[config.mk]
export PLATFORM = sky130hd
export DESIGN_NAME = rx_serial_7e2_ascii_flat
export DESIGN_NICKNAME = d
export VERILOG_FILES = /design/src/rtl/rx_serial_7e2_ascii_if.sv /design/src/rtl/rx_serial_7e2_ascii.sv /design/src/flat_wrapper.sv
export SDC_FILE = /design/constraint.sdc
export NUM_CORES = 1
export LEC_CHECK = 0
export ABC_AREA = 1
export CORE_UTILIZATION = 55
export CTS_CLUSTER_SIZE = 16
export DETAILED_ROUTE_END_ITERATION = 16
export PLACE_DENSITY = 0.82
export RECOVER_POWER = 50
export SETUP_SLACK_MARGIN = 0.3
export SKIP_LAST_GASP = 1
export SYNTH_ARGS = -nofsm -noshare
export SYNTH_HDL_FRONTEND = slang
export SYNTH_SLANG_ARGS = --single-unit
export TNS_END_PERCENT = 50
[constraint.sdc]
create_clock -name clock -period 1.6 [get_ports clock]
set_input_delay 0.48 -clock clock [delete_from_list [all_inputs] [get_ports clock]]
set_output_delay 0.48 -clock clock [all_outputs]
set_load 0.01 [all_outputs]
[src/rtl/rx_serial_7e2_ascii_if.sv]
`default_nettype none
// ============================================================================
// Module   : rx_serial_7e2_ascii_if
// Purpose  : Bundles the serial input line and the character outputs of the
//            7E2 ASCII receiver.
// Signals  : RX        - serial line, idle high (driven by master)
//            ascii_out - last character or 7'h3F on error
//            pronto    - one-cycle pulse on each ascii_out update
//            erro      - error flag for the last frame
//            db_estado - receiver FSM state, for debug displays
// Modports : master - line driver / result consumer
//            slave  - the receiver itself
// Revision : 1.0 - initial release
// ============================================================================
interface rx_serial_7e2_ascii_if;
  logic       RX;
  logic [6:0] ascii_out;
  logic       pronto;
  logic       erro;
  logic [2:0] db_estado;

  modport master (output RX, input ascii_out, input pronto, input erro, input db_estado);
  modport slave  (input RX, output ascii_out, output pronto, output erro, output db_estado);
endinterface
`default_nettype wire

[src/rtl/rx_serial_7e2_ascii.sv]
`default_nettype none
// ============================================================================
// Module   : rx_serial_7e2_ascii
// Purpose  : 7E2 asynchronous serial receiver (1 start, 7 data LSB-first,
//            even parity, 2 stop). Holds the last character as a 7-bit code;
//            corrupted frames are reported as ASCII '?' (7'h3F).
// Ports    : clock - system clock
//            reset - synchronous, active-high reset
//            bus   - rx_serial_7e2_ascii_if.slave (RX in; ascii_out, pronto,
//                    erro, db_estado out)
// Params   : CLK_FREQ (Hz), BAUD; DIV = CLK_FREQ/BAUD cycles per bit (>= 4)
// Macro    : RX_DIGIT_FILTER_EN - when defined, error-free frames outside
//            '0'..'9' are also reported as 7'h3F with erro=1.
// Revision : 1.0 - initial release
// ============================================================================
module rx_serial_7e2_ascii #(
  parameter int CLK_FREQ = 50_000_000,
  parameter int BAUD     = 115200
) (
  input  logic                  clock,
  input  logic                  reset,
  rx_serial_7e2_ascii_if.slave  bus
);

  localparam int DIV   = CLK_FREQ / BAUD;
  localparam int CNT_W = $clog2(DIV + 1);

  localparam logic [CNT_W-1:0] C_FULL    = CNT_W'(DIV);
  localparam logic [CNT_W-1:0] C_HALF    = CNT_W'(DIV / 2);
  localparam logic [CNT_W-1:0] C_ONE     = CNT_W'(1);
  localparam logic [6:0]       ASCII_ERR = 7'h3F;

  typedef enum logic [2:0] {
    S_IDLE      = 3'd0,
    S_START     = 3'd1,
    S_DATA      = 3'd2,
    S_PARITY    = 3'd3,
    S_STOP1     = 3'd4,
    S_STOP2     = 3'd5,
    S_DONE      = 3'd6,
    S_WAIT_HIGH = 3'd7
  } state_t;

  state_t           state_q, state_d;
  logic [CNT_W-1:0] cnt_q, cnt_d;
  logic [6:0]       shift_q, shift_d;
  logic [2:0]       bit_q, bit_d;
  logic             err_q, err_d;
  logic [6:0]       ascii_q, ascii_d;
  logic             erro_q, erro_d;
  logic             pronto_q, pronto_d;
  logic             rx_meta_q, rx_s_q;
  logic             tick;
  logic             frame_bad;

  // Two-stage synchronizer; resets to the idle-high level so reset never
  // looks like a start bit.
  always_ff @(posedge clock) begin
    if (reset) begin
      rx_meta_q <= 1'b1;
      rx_s_q    <= 1'b1;
    end else begin
      rx_meta_q <= bus.RX;
      rx_s_q    <= rx_meta_q;
    end
  end

  always_ff @(posedge clock) begin
    if (reset) begin
      state_q  <= S_IDLE;
      cnt_q    <= '0;
      shift_q  <= '0;
      bit_q    <= '0;
      err_q    <= 1'b0;
      ascii_q  <= 7'h00;
      erro_q   <= 1'b0;
      pronto_q <= 1'b0;
    end else begin
      state_q  <= state_d;
      cnt_q    <= cnt_d;
      shift_q  <= shift_d;
      bit_q    <= bit_d;
      err_q    <= err_d;
      ascii_q  <= ascii_d;
      erro_q   <= erro_d;
      pronto_q <= pronto_d;
    end
  end

  // The counter is loaded with the distance to the next sample point and
  // the sample is taken in the cycle where it reaches 1.
  assign tick = (cnt_q == C_ONE);

  always_comb begin
    state_d   = state_q;
    cnt_d     = cnt_q;
    shift_d   = shift_q;
    bit_d     = bit_q;
    err_d     = err_q;
    ascii_d   = ascii_q;
    erro_d    = erro_q;
    pronto_d  = 1'b0;
    frame_bad = err_q | ~rx_s_q;
`ifdef RX_DIGIT_FILTER_EN
    if ((shift_q < 7'h30) || (shift_q > 7'h39)) begin
      frame_bad = 1'b1;
    end
`endif

    case (state_q)
      S_IDLE: begin
        if (!rx_s_q) begin
          state_d = S_START;
          cnt_d   = C_HALF;
        end
      end
      S_START: begin
        if (tick) begin
          if (!rx_s_q) begin
            state_d = S_DATA;
            cnt_d   = C_FULL;
            bit_d   = 3'd0;
            err_d   = 1'b0;
          end else begin
            state_d = S_IDLE;
            cnt_d   = '0;
          end
        end else begin
          cnt_d = cnt_q - C_ONE;
        end
      end
      S_DATA: begin
        if (tick) begin
          shift_d = {rx_s_q, shift_q[6:1]};
          cnt_d   = C_FULL;
          if (bit_q == 3'd6) begin
            state_d = S_PARITY;
          end else begin
            bit_d = bit_q + 3'd1;
          end
        end else begin
          cnt_d = cnt_q - C_ONE;
        end
      end
      S_PARITY: begin
        if (tick) begin
          err_d   = ^{shift_q, rx_s_q};
          cnt_d   = C_FULL;
          state_d = S_STOP1;
        end else begin
          cnt_d = cnt_q - C_ONE;
        end
      end
      S_STOP1: begin
        if (tick) begin
          err_d   = err_q | ~rx_s_q;
          cnt_d   = C_FULL;
          state_d = S_STOP2;
        end else begin
          cnt_d = cnt_q - C_ONE;
        end
      end
      S_STOP2: begin
        if (tick) begin
          // Result registers load on the edge into DONE, so they are valid
          // and pronto is high during the DONE cycle.
          err_d    = frame_bad;
          ascii_d  = frame_bad ? ASCII_ERR : shift_q;
          erro_d   = frame_bad;
          pronto_d = 1'b1;
          cnt_d    = '0;
          state_d  = S_DONE;
        end else begin
          cnt_d = cnt_q - C_ONE;
        end
      end
      S_DONE: begin
        state_d = rx_s_q ? S_IDLE : S_WAIT_HIGH;
      end
      S_WAIT_HIGH: begin
        // A held-low line (break) must return high before a new start.
        if (rx_s_q) begin
          state_d = S_IDLE;
        end
      end
      default: begin
        state_d = S_IDLE;
      end
    endcase
  end

  assign bus.ascii_out = ascii_q;
  assign bus.erro      = erro_q;
  assign bus.pronto    = pronto_q;
  assign bus.db_estado = state_q;

endmodule
`default_nettype wire

[src/flat_wrapper.sv]
// flat-port wrapper written by rule: the top's interface ports become plain ports
module rx_serial_7e2_ascii_flat 
#(
  parameter int CLK_FREQ = 50_000_000,
  parameter int BAUD     = 115200
)
  (clock, reset, bus_RX, bus_ascii_out, bus_pronto, bus_erro, bus_db_estado);
  rx_serial_7e2_ascii_if bus_i ();
  input  logic clock;
  input  logic reset;
  input wire logic [$bits(bus_i.RX)-1:0] bus_RX;
  output wire logic [$bits(bus_i.ascii_out)-1:0] bus_ascii_out;
  output wire logic [$bits(bus_i.pronto)-1:0] bus_pronto;
  output wire logic [$bits(bus_i.erro)-1:0] bus_erro;
  output wire logic [$bits(bus_i.db_estado)-1:0] bus_db_estado;
  assign bus_i.RX = bus_RX;
  assign bus_ascii_out = bus_i.ascii_out;
  assign bus_pronto = bus_i.pronto;
  assign bus_erro = bus_i.erro;
  assign bus_db_estado = bus_i.db_estado;
  rx_serial_7e2_ascii #(.CLK_FREQ(CLK_FREQ), .BAUD(BAUD)) u_core (.clock(clock), .reset(reset), .bus(bus_i));
endmodule
# [Yosys cells after proc, flatten, opt, wreduce, memory -nomap -nowiden]
# Index checks and enable logic that the tools add are counted.
[op_classes] bitwise_logic=3 addsub=2 n_reduce_logical=14 magnitude_cmp=0 n_mux=29 n_mul=0 n_div=0 n_shift=0 eq_ne=20
[ops] cell="$mux W9" n=5
[ops] cell="$mux W3" n=13
[ops] cell="$pmux W9 S4" n=1
[ops] cell="$pmux W3 S8" n=1
[ops] cell="$ne A2 B1 Y1 const B" n=8
[ops] cell="$eq A3 B3 Y1 const B" n=5
[ops] cell="$reduce_and A5 Y1" n=2
[ops] cell="$eq A9 B1 Y1 const B" n=1
[ops] cell="$sub A9 B1 Y9 const B" n=1
[ops] cell="$reduce_and A8 Y1" n=1
[ops] cell="$reduce_xor A8 Y1" n=1
[ops] cell="$mux W7" n=1
[ops] cell="$eq A3 B2 Y1 const B" n=2
[ops] cell="$ne A2 B2 Y1 const B" n=3
[ops] cell="$pmux W3 S2" n=1
[ops] cell="$reduce_and A2 Y1" n=3
[ops] cell="$mux W1" n=5
[ops] cell="$reduce_bool A4 Y1" n=1
[ops] cell="$reduce_or A2 Y1" n=2
[ops] cell="$add A3 B1 Y3 const B" n=1
[ops] cell="$eq A3 B1 Y1 const B" n=1
[ops] cell="$logic_not A3 Y1" n=1
[ops] cell="$pmux W1 S3" n=1
[ops] cell="$reduce_bool A3 Y1" n=1
[ops] cell="other kinds (5)" n=6
[word_totals] romBits=0 mem_count=0 ram_bits=0 elab_cells=78 register_bits=34 output_inout_bits=12 latch_bits=0 input_bits=3

# [Longest topological paths before layout]
# Gate-level depths: netlist of the first run.
[logic_depth] depth_word=4 ltp_mapped=11 depth_no_buf=11

# [Worst setup path after synthesis of the first run]
# OpenSTA, ideal clock, no wires.
[synth_timing] path_type="register -> register" startpoint="register u_core.cnt_q[1]" endpoint="register u_core.bit_q[2]" n_path_buf=1 path_stages_with_launch=11 slack_ns=0.187 setup_time_ns=0.134 required_ns=1.466 arrival_ns=1.279 synth_period_minus_slack_ns=1.413 cell_sequence="dfxtp_1 -> inv_1 -> ha_1 -> nand2_1 -> nor2_1 -> nand2_4 -> buf_6 -> o21bai_4 -> nand2_1 -> nand2_1 -> a21oi_1"
[synth_between] elab_chain_len=3 word_cells_on_any_way=4 cone_classes="3 x eq/ne; 1 x reduce/logical"
[synth_rtl] element="start: declaration" line="rx_serial_7e2_ascii.sv:45" source="logic [CNT_W-1:0] cnt_q, cnt_d;"
[synth_rtl] element="start signal: assignment" line="rx_serial_7e2_ascii.sv:80" source="cnt_q <= cnt_d;"
[synth_rtl] element="$eq A9 B1 Y1 (*)" line="rx_serial_7e2_ascii.sv:92" source="assign tick = (cnt_q == C_ONE);"
[synth_rtl] element="$ne A2 B1 Y1 (no source line)"
[synth_rtl] element="$reduce_and A5 Y1 (no source line) (*)"
[synth_rtl] element="end signal: assignment" line="rx_serial_7e2_ascii.sv:82" source="bit_q <= bit_d;"
[synth_rtl] element="end: declaration" line="rx_serial_7e2_ascii.sv:47" source="logic [2:0] bit_q, bit_d;"
# Every way passes the cells marked *; elsewhere a longest branch is shown, timed or not.
# A chain may end at the register's enable or synchronous reset.

# [Final worst setup path of the first run]
# Same ends and word-level chain as after synthesis.

==> flow_metrics.py, run 1 <==
metrics = {
    "run_status": {
        "status": "complete, no violations",
    },
    "critical_path": {
        "cp-end-kind": "flop",
        "slowest_stage": "dfxtp_1",
        "critPathLaunchType": "flop",
        "crit_family": "simple AND/OR/NAND/NOR gates",
        "cp_max_fo": 8,
        "worst-path-buf-inv": 2,
        "critPathRequiredTime_ns": 1.86,
        "slowest_delay_ns": 0.34,
        "crit_type": "reg2reg",
        "path_cells": "inv_2 > ha_4 > nand2_4 > nor2_4 > nand2_8 > buf_4 > o21bai_4 > nand2_1 > nand2_2 > a21oi_2",
        "worstPathArrival_ns": 1.69,
    },
    "clock_network": {
        "path_clk_slew_ns": 0.12,
        "root_buffer": "clkbuf_4",
        "holdBufCountCts": 0,
        "cts_sinks": 34,
        "cts_tree": "yes",
        "insertion_delay_ns": 0.36,
        "numCtsBuffers": 5,
        "clock_path_buffers": 2,
        "cts_max_level": 2,
    },
    "yosys": {
        "ys_seq_elements": 34,
        "synthAdderAreaFrac": 0.02556,
        "yosysTopAreaCellShare": 0.3476,
        "syn_avg_cell_area_sq_um": 6.968,
        "synth_compound_area_frac": 0.1527,
        "netlist-cell-type-count": 31,
        "synth_top_family_by_area": "simple AND/OR/NAND/NOR gates",
        "ys.flop_type": "dfxtp_1",
        "syn-num-nets": 288,
        "synthTopCellsByArea": "dfxtp_1, nand2_1, a21oi_1",
        "yosysTopAreaCell": "dfxtp_1",
        "synth_xor_xnor_area_share": 0.04920,
        "synth-edff-count": 0,
        "muxShareOfSynthArea": 0,
        "syn_area_sq_mm": 0.001958,
        "syn_inst": 281,
        "ys_seq_area_frac": 0.3476,
        "synth-async-reset-ratio": 0,
        "synthSimpleGateAreaFrac": 0.3329,
        "yosys_warnings": 0,
    },
    "layout": {
        "layout-drive-gt1-share": 0.3671,
        "layout_commonest_cell": "nand2_1",
        "fin_cells": 362,
        "areaGrowthSynthToFinish_pct": 27.54,
        "layout_common_cells": "nand2_1, dfxtp_1, a21oi_1, nor2_1, inv_2",
        "fin_area_sq_mm": 0.002497,
        "nets": 322,
        "diodes": 0,
    },
    "global_route": {
        "groute.usage.overall": 0.2486,
        "grt_max_degree": 23,
        "grt_pass1_vias": 1586,
        "grt_first_pass_wirelength_um": 6906,
        "antenna_found_initial": 0,
        "grt_overflow_total": 0,
    },
    "floorplanning": {
        "core-area_sq_mm": 0.003363,
        "rows": 21,
        "die-height_um": 61.67,
        "initial_utilization": 0.5822,
        "io_pins": 15,
        "die_area_sq_mm": 0.003803,
        "fp.dieW_um": 61.67,
    },
    "routing": {
        "final_antenna_net_count": 0,
        "dr.pass1.iters": 4,
        "routed_via_density": 5.238,
        "via_count": 1896,
        "drt_iter0_drc": 81,
        "wirelength_um": 4785,
        "remaining_drc_errors": 0,
        "route.detailed.wl_per_inst_um": 13.22,
    },
    "placement": {
        "globalplace.congestion": 0.8968,
        "dp_cells": 343,
        "portBuffers": 14,
        "placed_area_sq_mm": 0.002217,
        "hpwl_um": 2908,
    },
    "power": {
        "leakagePower_nw": 1.127,
        "power_mw": 2.833,
        "power_density_mw_per_mm2": 1135,
        "peakVddDrop_uv": 897.6,
    },
    "sta": {
        "whs_ns": 0.4297,
        "final.min_clock_period_ns": 1.433,
        "hold_viol": 0,
        "finalCritPeriodShare": 0.8958,
        "setup_viol": 0,
        "slew_violations": 0,
        "max_slew_margin": 0.7750,
        "worst_pin_slew_ns": 0.3370,
        "fin_tns_setup_ns": 0,
        "rsz0062_at_grt": "true",
        "clock.fmax_mhz": 697.7,
        "clock-skew-final_ns": 0.01201,
    },
    "hold_path": {
        "hp-class": "reg2reg",
    },
    "job": {
        "cap_viol_max_count": 0,
    },
}
==> routing by layer <==
layer | wire length, um | share of wire | track usage
met1 | 2201 | 0.46 | 0.3243
met2 | 2238 | 0.47 | 0.4055
met3 | 252 | 0.053 | 0.05672
met5 | 0 | 0 | 0
met4 | 93 | 0.019 | 0.08254
==> where the power goes <==
| part | leakage [nW] | internal (mW) | switching, mW |
|---|---|---|---|
| logic | 0.816 | 0.486 | 0.802 |
| registers | 0.277 | 0.929 | 0.0795 |
| clock network | 0.0343 | 0.211 | 0.326 |
==> registers in the layout (all words and copies together) (netlist names) <==
name,flops
u_core.cnt_q,9
u_core.bus.ascii_out,7
u_core.shift_q,7
u_core.bit_q,3
u_core.bus.db_estado,3
u_core.bus.erro,1
u_core.bus.pronto,1
u_core.err_q,1
u_core.rx_meta_q,1
u_core.rx_s_q,1
==> cell type report <==
| type | instances | area, sq um |
|---|---|---|
| Multi-Input combinational cell | 205 | 1287 |
| Sequential cell | 34 | 688.2 |
| Fill cell | 268 | 865.8 |
| Timing Repair Buffer | 35 | 270.3 |
| Clock buffer | 6 | 51.30 |
| Tap cell | 46 | 57.56 |
| Inverter | 34 | 130.1 |
| Clock inverter | 2 | 12.51 |
==> cell families (layout without fill, tap and decap cells) <==
logic type,Yosys count,in the layout
DFF,34,34
adders and majority gates,4,4
and+or+nand+nor,135,135
xor gates and xnor gates,11,11
AOI/OAI and AO/OA,55,55
buffers and inverters,42,77
==> cells in the mapped netlist, types with 4 or more instances <==
cell / n
xor2_1: 4
dfxtp_1: 34
nand2_1: 67
ha_1: 4
inv_1: 22
nand2_2: 6
clkbuf_1: 4
xnor2_1: 7
nor2_2: 4
inv_2: 11
a21oi_1: 28
o21ai_0: 23
nand3_1: 15
nor2_1: 26
==> per-stage QoR <==
stage | util | setup slack, ns
2_1_floorplan | - | 0.3005
3_3_place_gp | 0.6592 | 0.1122
3_5_place_dp | 0.6592 | 0.05084
4_1_cts | 0.6979 | 0.1912
5_1_grt | 0.7426 | 0.07638
6_report | 0.7426 | 0.1667
==> timing repair <==
| action | CTS | global route |
|---|---|---|
| endpoints found under the hold margin | 0 | 0 |
| pin swaps | 6 | 18 |
| cloned | 1 | 0 |
| endpoints found under the setup margin | 43 | 43 |
| gates resized for setup | 73 | 50 |
| setup buffers | 6 | 4 |
==> path summary, 6_finish.rpt <==
check / start / end / slack [ns] / cells past startpoint
max: u_core.cnt_q[1]$_SDFFE_PP0P_ / u_core.bit_q[2]$_SDFFE_PP0P_ / 0.17 / 10
min: u_core.rx_meta_q$_SDFF_PP1_ / u_core.rx_s_q$_SDFF_PP1_ / 0.43 / 1
max reg2reg: u_core.cnt_q[1]$_SDFFE_PP0P_ / u_core.bit_q[2]$_SDFFE_PP0P_ / 0.17 / 10
min reg2reg: u_core.rx_meta_q$_SDFF_PP1_ / u_core.rx_s_q$_SDFF_PP1_ / 0.43 / 1
Power figures use the tool's default switching activity.
==> inputs of run 2 (changes only) <==
CORE_UTILIZATION = 58   (was 55)
DONT_BUFFER_PORTS = 1   (was unset)
PLACE_DENSITY = 0.8   (was 0.82)
==> flow_metrics.py, run 2 (synthesis gave the netlist of run 1 again) <==
metrics = {
    "critical_path": {
        "cp_max_fo": 8,
        "slowest_delay_ns": 0.34,
        "crit_type": "reg2reg",
        "crit_family": "simple AND/OR/NAND/NOR gates",
        "r2r-end": "u_core.bus.ascii_out[6]$_SDFFE_PP0P_",
        "path_cells": "inv_2 > ha_4 > nand2_4 > nor2_4 > nand2_4 > nor2_8 > inv_4 > nor2_4 > nand2_2 > a21oi_2",
        "critPathRequiredTime_ns": 1.90,
        "slowest_stage": "dfxtp_2",
        "r2r-start": "u_core.cnt_q[1]$_SDFFE_PP0P_",
        "worst-path-buf-inv": 2,
        "r2r_slack_ns": 0.11,
        "critPathLaunchType": "flop",
        "rr_worst_depth": 10,
        "worstPathArrival_ns": 1.79,
        "cp-end-kind": "flop",
    },
    "sta": {
        "slew_violations": 0,
        "hold_viol": 0,
        "setup_viol": 0,
        "finalCritPeriodShare": 0.9329,
        "fin_tns_setup_ns": 0,
        "max_slew_margin": 0.7816,
        "worst_pin_slew_ns": 0.3271,
        "clock-skew-final_ns": 0.01657,
        "final.min_clock_period_ns": 1.493,
        "rsz0062_at_grt": "true",
        "clock.fmax_mhz": 670.0,
    },
    "layout": {
        "layout_commonest_cell": "nand2_1",
        "nets": 303,
        "num-fill-cells": 243,
        "largest_register_ffs": 9,
        "layout-drive-gt1-share": 0.2694,
        "fin_area_sq_mm": 0.002296,
        "areaGrowthSynthToFinish_pct": 17.25,
        "layout_common_cells": "nand2_1, dfxtp_1, a21oi_1, nor2_1, inv_1",
        "regArea_sq_um": 690.7,
        "regMostFlops": "u_core.cnt_q",
        "diodes": 0,
        "multi_input_area_sq_mm": 0.001165,
    },
    "floorplanning": {
        "die-height_um": 60.11,
        "initial_utilization": 0.6260,
        "core-area_sq_mm": 0.003128,
        "rows": 20,
        "fp.dieW_um": 60.11,
        "io_pins": 15,
        "die_area_sq_mm": 0.003613,
    },
    "clock_network": {
        "cts_tree": "yes",
        "clock_path_buffers": 2,
        "holdBufCountCts": 0,
        "root_buffer": "clkbuf_4",
        "path_clk_slew_ns": 0.11,
        "cts_sinks": 34,
        "insertion_delay_ns": 0.35,
        "cts_max_level": 2,
        "numCtsBuffers": 5,
    },
    "global_route": {
        "grt_max_degree": 18,
        "grt_pass1_vias": 1656,
        "groute.usage.overall": 0.2620,
        "grt_first_pass_wirelength_um": 6996,
        "antenna_found_initial": 0,
        "grt_overflow_total": 0,
    },
    "power": {
        "peakVddDrop_uv": 1058,
        "leakagePower_nw": 1.044,
        "power_density_mw_per_mm2": 1296,
        "power_mw": 2.975,
    },
    "routing": {
        "wirelength_um": 4399,
        "dr.pass1.iters": 4,
        "via_count": 1810,
        "remaining_drc_errors": 0,
        "drt_iter0_drc": 97,
        "final_antenna_net_count": 0,
        "route.detailed.wl_per_inst_um": 12.90,
        "routed_via_density": 5.308,
    },
    "job": {
        "cap_viol_max_count": 0,
    },
    "placement": {
        "portBuffers": 0,
        "hpwl_um": 2874,
        "globalplace.congestion": 0.9099,
        "placed_area_sq_mm": 0.002044,
    },
    "hold_path": {
        "whs_endpoint": "u_core.bus.ascii_out[6]$_SDFFE_PP0P_",
        "hold_depth": 1,
        "min_from": "reset",
        "hp-class": "in2reg",
    },
    "run_status": {
        "status": "complete, no violations",
    },
}
## run 2: metal layers
| metal | routed length, um | global-route usage | share of wire |
|---|---|---|---|
| met1 | 1989 | 0.3422 | 0.45 |
| met2 | 2096 | 0.4035 | 0.48 |
| met3 | 235 | 0.06710 | 0.053 |
| met4 | 78 | 0.1163 | 0.018 |
| met5 | 0 | 0 | 0 |
## run 2: worst max path at each step
stage,from,end,slack [ns],cells past startpoint
after floorplan,u_core.cnt_q[1]$_SDFFE_PP0P_,u_core.err_q$_SDFFE_PP0P_,0.30,9
after global placement,u_core.cnt_q[1]$_SDFFE_PP0P_,u_core.bit_q[1]$_SDFFE_PP0P_,0.12,11
after detailed placement,u_core.cnt_q[1]$_SDFFE_PP0P_,u_core.bit_q[0]$_SDFFE_PP0P_,0.08,11
after CTS,u_core.cnt_q[1]$_SDFFE_PP0P_,u_core.cnt_q[4]$_SDFFE_PP0P_,0.16,10
after global routing,u_core.cnt_q[1]$_SDFFE_PP0P_,u_core.bus.ascii_out[6]$_SDFFE_PP0P_,0.05,10
final,u_core.cnt_q[1]$_SDFFE_PP0P_,u_core.bus.ascii_out[6]$_SDFFE_PP0P_,0.11,10
## run 2: power breakdown
part           internal, mW  total (mW)  switching, mW  leakage [nW]
combinational         0.419        1.11          0.690         0.706
sequential            0.932        1.03          0.102         0.279
clock                 0.529       0.832          0.303        0.0585
## run 2: stage by stage
stage | setup slack, ns | cells | utilization | hold slack [ns]
2_1_floorplan | 0.3005 | 281 | - | 0.3895
3_3_place_gp | 0.1236 | 323 | 0.6536 | 0.3932
3_5_place_dp | 0.07698 | 323 | 0.6536 | 0.4018
4_1_cts | 0.1644 | 339 | 0.7200 | 0.1584
5_1_grt | 0.05405 | 341 | 0.7340 | 0.1557
6_report | 0.1074 | 341 | 0.7340 | 0.1791
## run 2: worst reg2reg max path, stage by stage, from the launching register on
cell and delay [ns]:
dfxtp_2 0.34, inv_2 0.08, ha_4 0.15, nand2_4 0.05, nor2_4 0.09, nand2_4 0.12
nor2_8 0.18, inv_4 0.07, nor2_4 0.19, nand2_2 0.08, a21oi_2 0.11
## run 2: final cells by class
class,count,area share
Sequential cell,34,0.3008
Inverter,34,0.05668
Clock inverter,2,0.02616
Multi-Input combinational cell,205,0.5074
Clock buffer,6,0.02234
Timing Repair Buffer,16,0.06267
Tap cell,44,0.02398
## run 2: repair_timing
item | CTS | global route
setup buffers | 8 | 2
pin swaps | 11 | 11
setup endpoints to repair | 34 | 33
resized for setup | 13 | 17
==> inputs of run 3 (changes only) <==
clock period = 1.8 ns   (was 1.6 ns; I/O delays follow)
==> flow_metrics.py, run 3 (synthesis gave the netlist of run 1 again) <==
metrics = {
    "hold_path": {
        "hold_depth": 1,
        "min_from": "reset",
        "hp-class": "in2reg",
        "whs_endpoint": "u_core.cnt_q[8]$_SDFFE_PP0P_",
    },
    "routing": {
        "wl_met2_um": 2142,
        "dr.pass1.iters": 4,
        "top_layer": "met4",
        "final_antenna_net_count": 0,
        "route.detailed.wl_per_inst_um": 13.00,
        "wirelength_um": 4393,
        "via_count": 1801,
        "route.met3.wl_um": 320,
        "wl_met1_um": 1859,
        "drt_iter0_drc": 177,
        "routed_via_density": 5.328,
        "remaining_drc_errors": 0,
    },
    "floorplanning": {
        "initial_utilization": 0.6260,
        "fp.dieW_um": 60.11,
        "core-area_sq_mm": 0.003128,
        "io_pins": 15,
        "die_area_sq_mm": 0.003613,
        "die-height_um": 60.11,
        "rows": 20,
    },
    "layout": {
        "layout_commonest_cell": "nand2_1",
        "num-fill-cells": 244,
        "largest_register_ffs": 9,
        "layout_common_cells": "nand2_1, dfxtp_1, a21oi_1, o21ai_0, nor2_1",
        "diodes": 0,
        "multi_input_area_sq_mm": 0.001155,
        "final_util": 0.7052,
        "regMostFlops": "u_core.cnt_q",
        "nets": 300,
        "regArea_sq_um": 685.7,
        "areaGrowthSynthToFinish_pct": 12.65,
        "layout-drive-gt1-share": 0.2313,
    },
    "clock_network": {
        "clock_path_buffers": 2,
        "numCtsBuffers": 5,
        "insertion_delay_ns": 0.35,
        "holdBufCountCts": 0,
        "cts_sinks": 34,
        "cts_max_level": 2,
        "root_buffer": "clkbuf_4",
        "path_clk_slew_ns": 0.12,
        "cts_tree": "yes",
    },
    "sta": {
        "fin_tns_setup_ns": 0,
        "hold_viol": 0,
        "max_slew_margin": 0.6419,
        "clock-skew-final_ns": 0.01718,
        "final.min_clock_period_ns": 1.593,
        "setup_viol": 0,
        "finalCritPeriodShare": 0.8850,
        "slew_violations": 0,
        "worst_pin_slew_ns": 0.5365,
        "clock.fmax_mhz": 627.8,
        "rsz0062_at_grt": "true",
    },
    "critical_path": {
        "cp_max_fo": 7,
        "cp-end-kind": "flop",
        "worstPathArrival_ns": 1.88,
        "r2r-start": "u_core.bus.db_estado[0]$_SDFFE_PP0P_",
        "critPathLaunchType": "flop",
        "rr_worst_depth": 8,
        "crit_type": "reg2reg",
        "r2r-end": "u_core.bus.ascii_out[6]$_SDFFE_PP0P_",
        "r2r_slack_ns": 0.21,
        "critPathRequiredTime_ns": 2.09,
    },
    "global_route": {
        "grt_max_degree": 23,
        "antenna_found_initial": 0,
        "groute.usage.overall": 0.2547,
        "grt_first_pass_wirelength_um": 6768,
        "grt_overflow_total": 0,
        "grt_pass1_vias": 1564,
    },
    "power": {
        "leakagePower_nw": 0.9974,
        "power_density_mw_per_mm2": 1044,
        "peakVddDrop_uv": 556.0,
    },
    "placement": {
        "globalplace.congestion": 0.8971,
        "portBuffers": 0,
        "hpwl_um": 2844,
    },
    "run_status": {
        "status": "complete, no violations",
    },
    "job": {
        "cap_viol_max_count": 0,
    },
}
==> run 3: cell count changes in the layout (fill, tap and decap cells not counted), sizes merged <==
cell,change
clkbuf,-1
clkinvlp,+1
buf,-2
bufinv,-2
clkinv,+1
==> run 3: cell type report <==
class | instances | share of cell area
timing repair buffer | 13 | 0.05162
inverter | 34 | 0.06012
clock inverter | 2 | 0.005672
tap | 44 | 0.02496
sequential | 34 | 0.3108
multi-input combinational | 205 | 0.5235
clock buffer | 6 | 0.02326
==> run 3: worst max-delay path by stage <==
stage                                               startpoint                                   end  slack, ns  cells past startpoint
final                     u_core.bus.db_estado[0]$_SDFFE_PP0P_  u_core.bus.ascii_out[6]$_SDFFE_PP0P_       0.21                      8
after global routing      u_core.bus.db_estado[0]$_SDFFE_PP0P_  u_core.bus.ascii_out[6]$_SDFFE_PP0P_       0.13                      8
after CTS                 u_core.bus.db_estado[2]$_SDFFE_PP0P_                      bus_db_estado[2]       0.29                      1
after detailed placement          u_core.cnt_q[1]$_SDFFE_PP0P_        u_core.shift_q[2]$_SDFFE_PP0P_       0.14                      9
after global placement            u_core.cnt_q[1]$_SDFFE_PP0P_        u_core.shift_q[0]$_SDFFE_PP0P_       0.24                      9
after floorplan                   u_core.cnt_q[1]$_SDFFE_PP0P_          u_core.bit_q[2]$_SDFFE_PP0P_       0.39                     10
==> run 3: stage by stage <==
stage / std cells / area (sq um) / total power, mW / setup WS, ns / hold WS (ns)
CTS: 332 / 2092 / 2.180 / 0.2863 / 0.2220
detailed placement: 321 / 1993 / 1.685 / 0.1362 / 0.3932
finish: 338 / 2206 / 2.303 / 0.2071 / 0.2375
floorplan: 281 / 1958 / 1.557 / 0.3873 / 0.3895
global placement: 321 / 1993 / 1.677 / 0.2398 / 0.3896
global route: 338 / 2206 / 2.486 / 0.1337 / 0.2031
==> run 3: metal layers <==
| metal | global-route usage | vias to the layer above |
|---|---|---|
| li1 | - | 918 |
| met3 | 0.08009 | 7 |
| met2 | 0.3893 | 66 |
| met4 | 0.1229 | 0 |
| met5 | 0 | - |
| met1 | 0.3219 | 810 |
==> run 3: repair_timing <==
| action | in CTS | in global routing |
|---|---|---|
| pin swaps | 2 | 14 |
| resized for setup | 6 | 16 |
| setup endpoints to repair | 25 | 30 |
| endpoints found under the hold margin | 0 | 0 |
| buffers inserted | 3 | 6 |
==> run 3: worst max-delay path: stages (launching register included) <==
cell and delay (ns):
dfxtp_1 0.57, nand2_1 0.18, nor2_4 0.10, inv_1 0.11, nor2_8 0.16, inv_4 0.07
nor2_8 0.16, nand2_2 0.06, a21oi_2 0.13
==> run 3: report_power, final <==
part / leakage [nW] / internal (mW) / switching (mW) / total [mW]
combinational: 0.685 / 0.332 / 0.594 / 0.925
clock: 0.0343 / 0.188 / 0.272 / 0.460
sequential: 0.278 / 0.828 / 0.0896 / 0.918
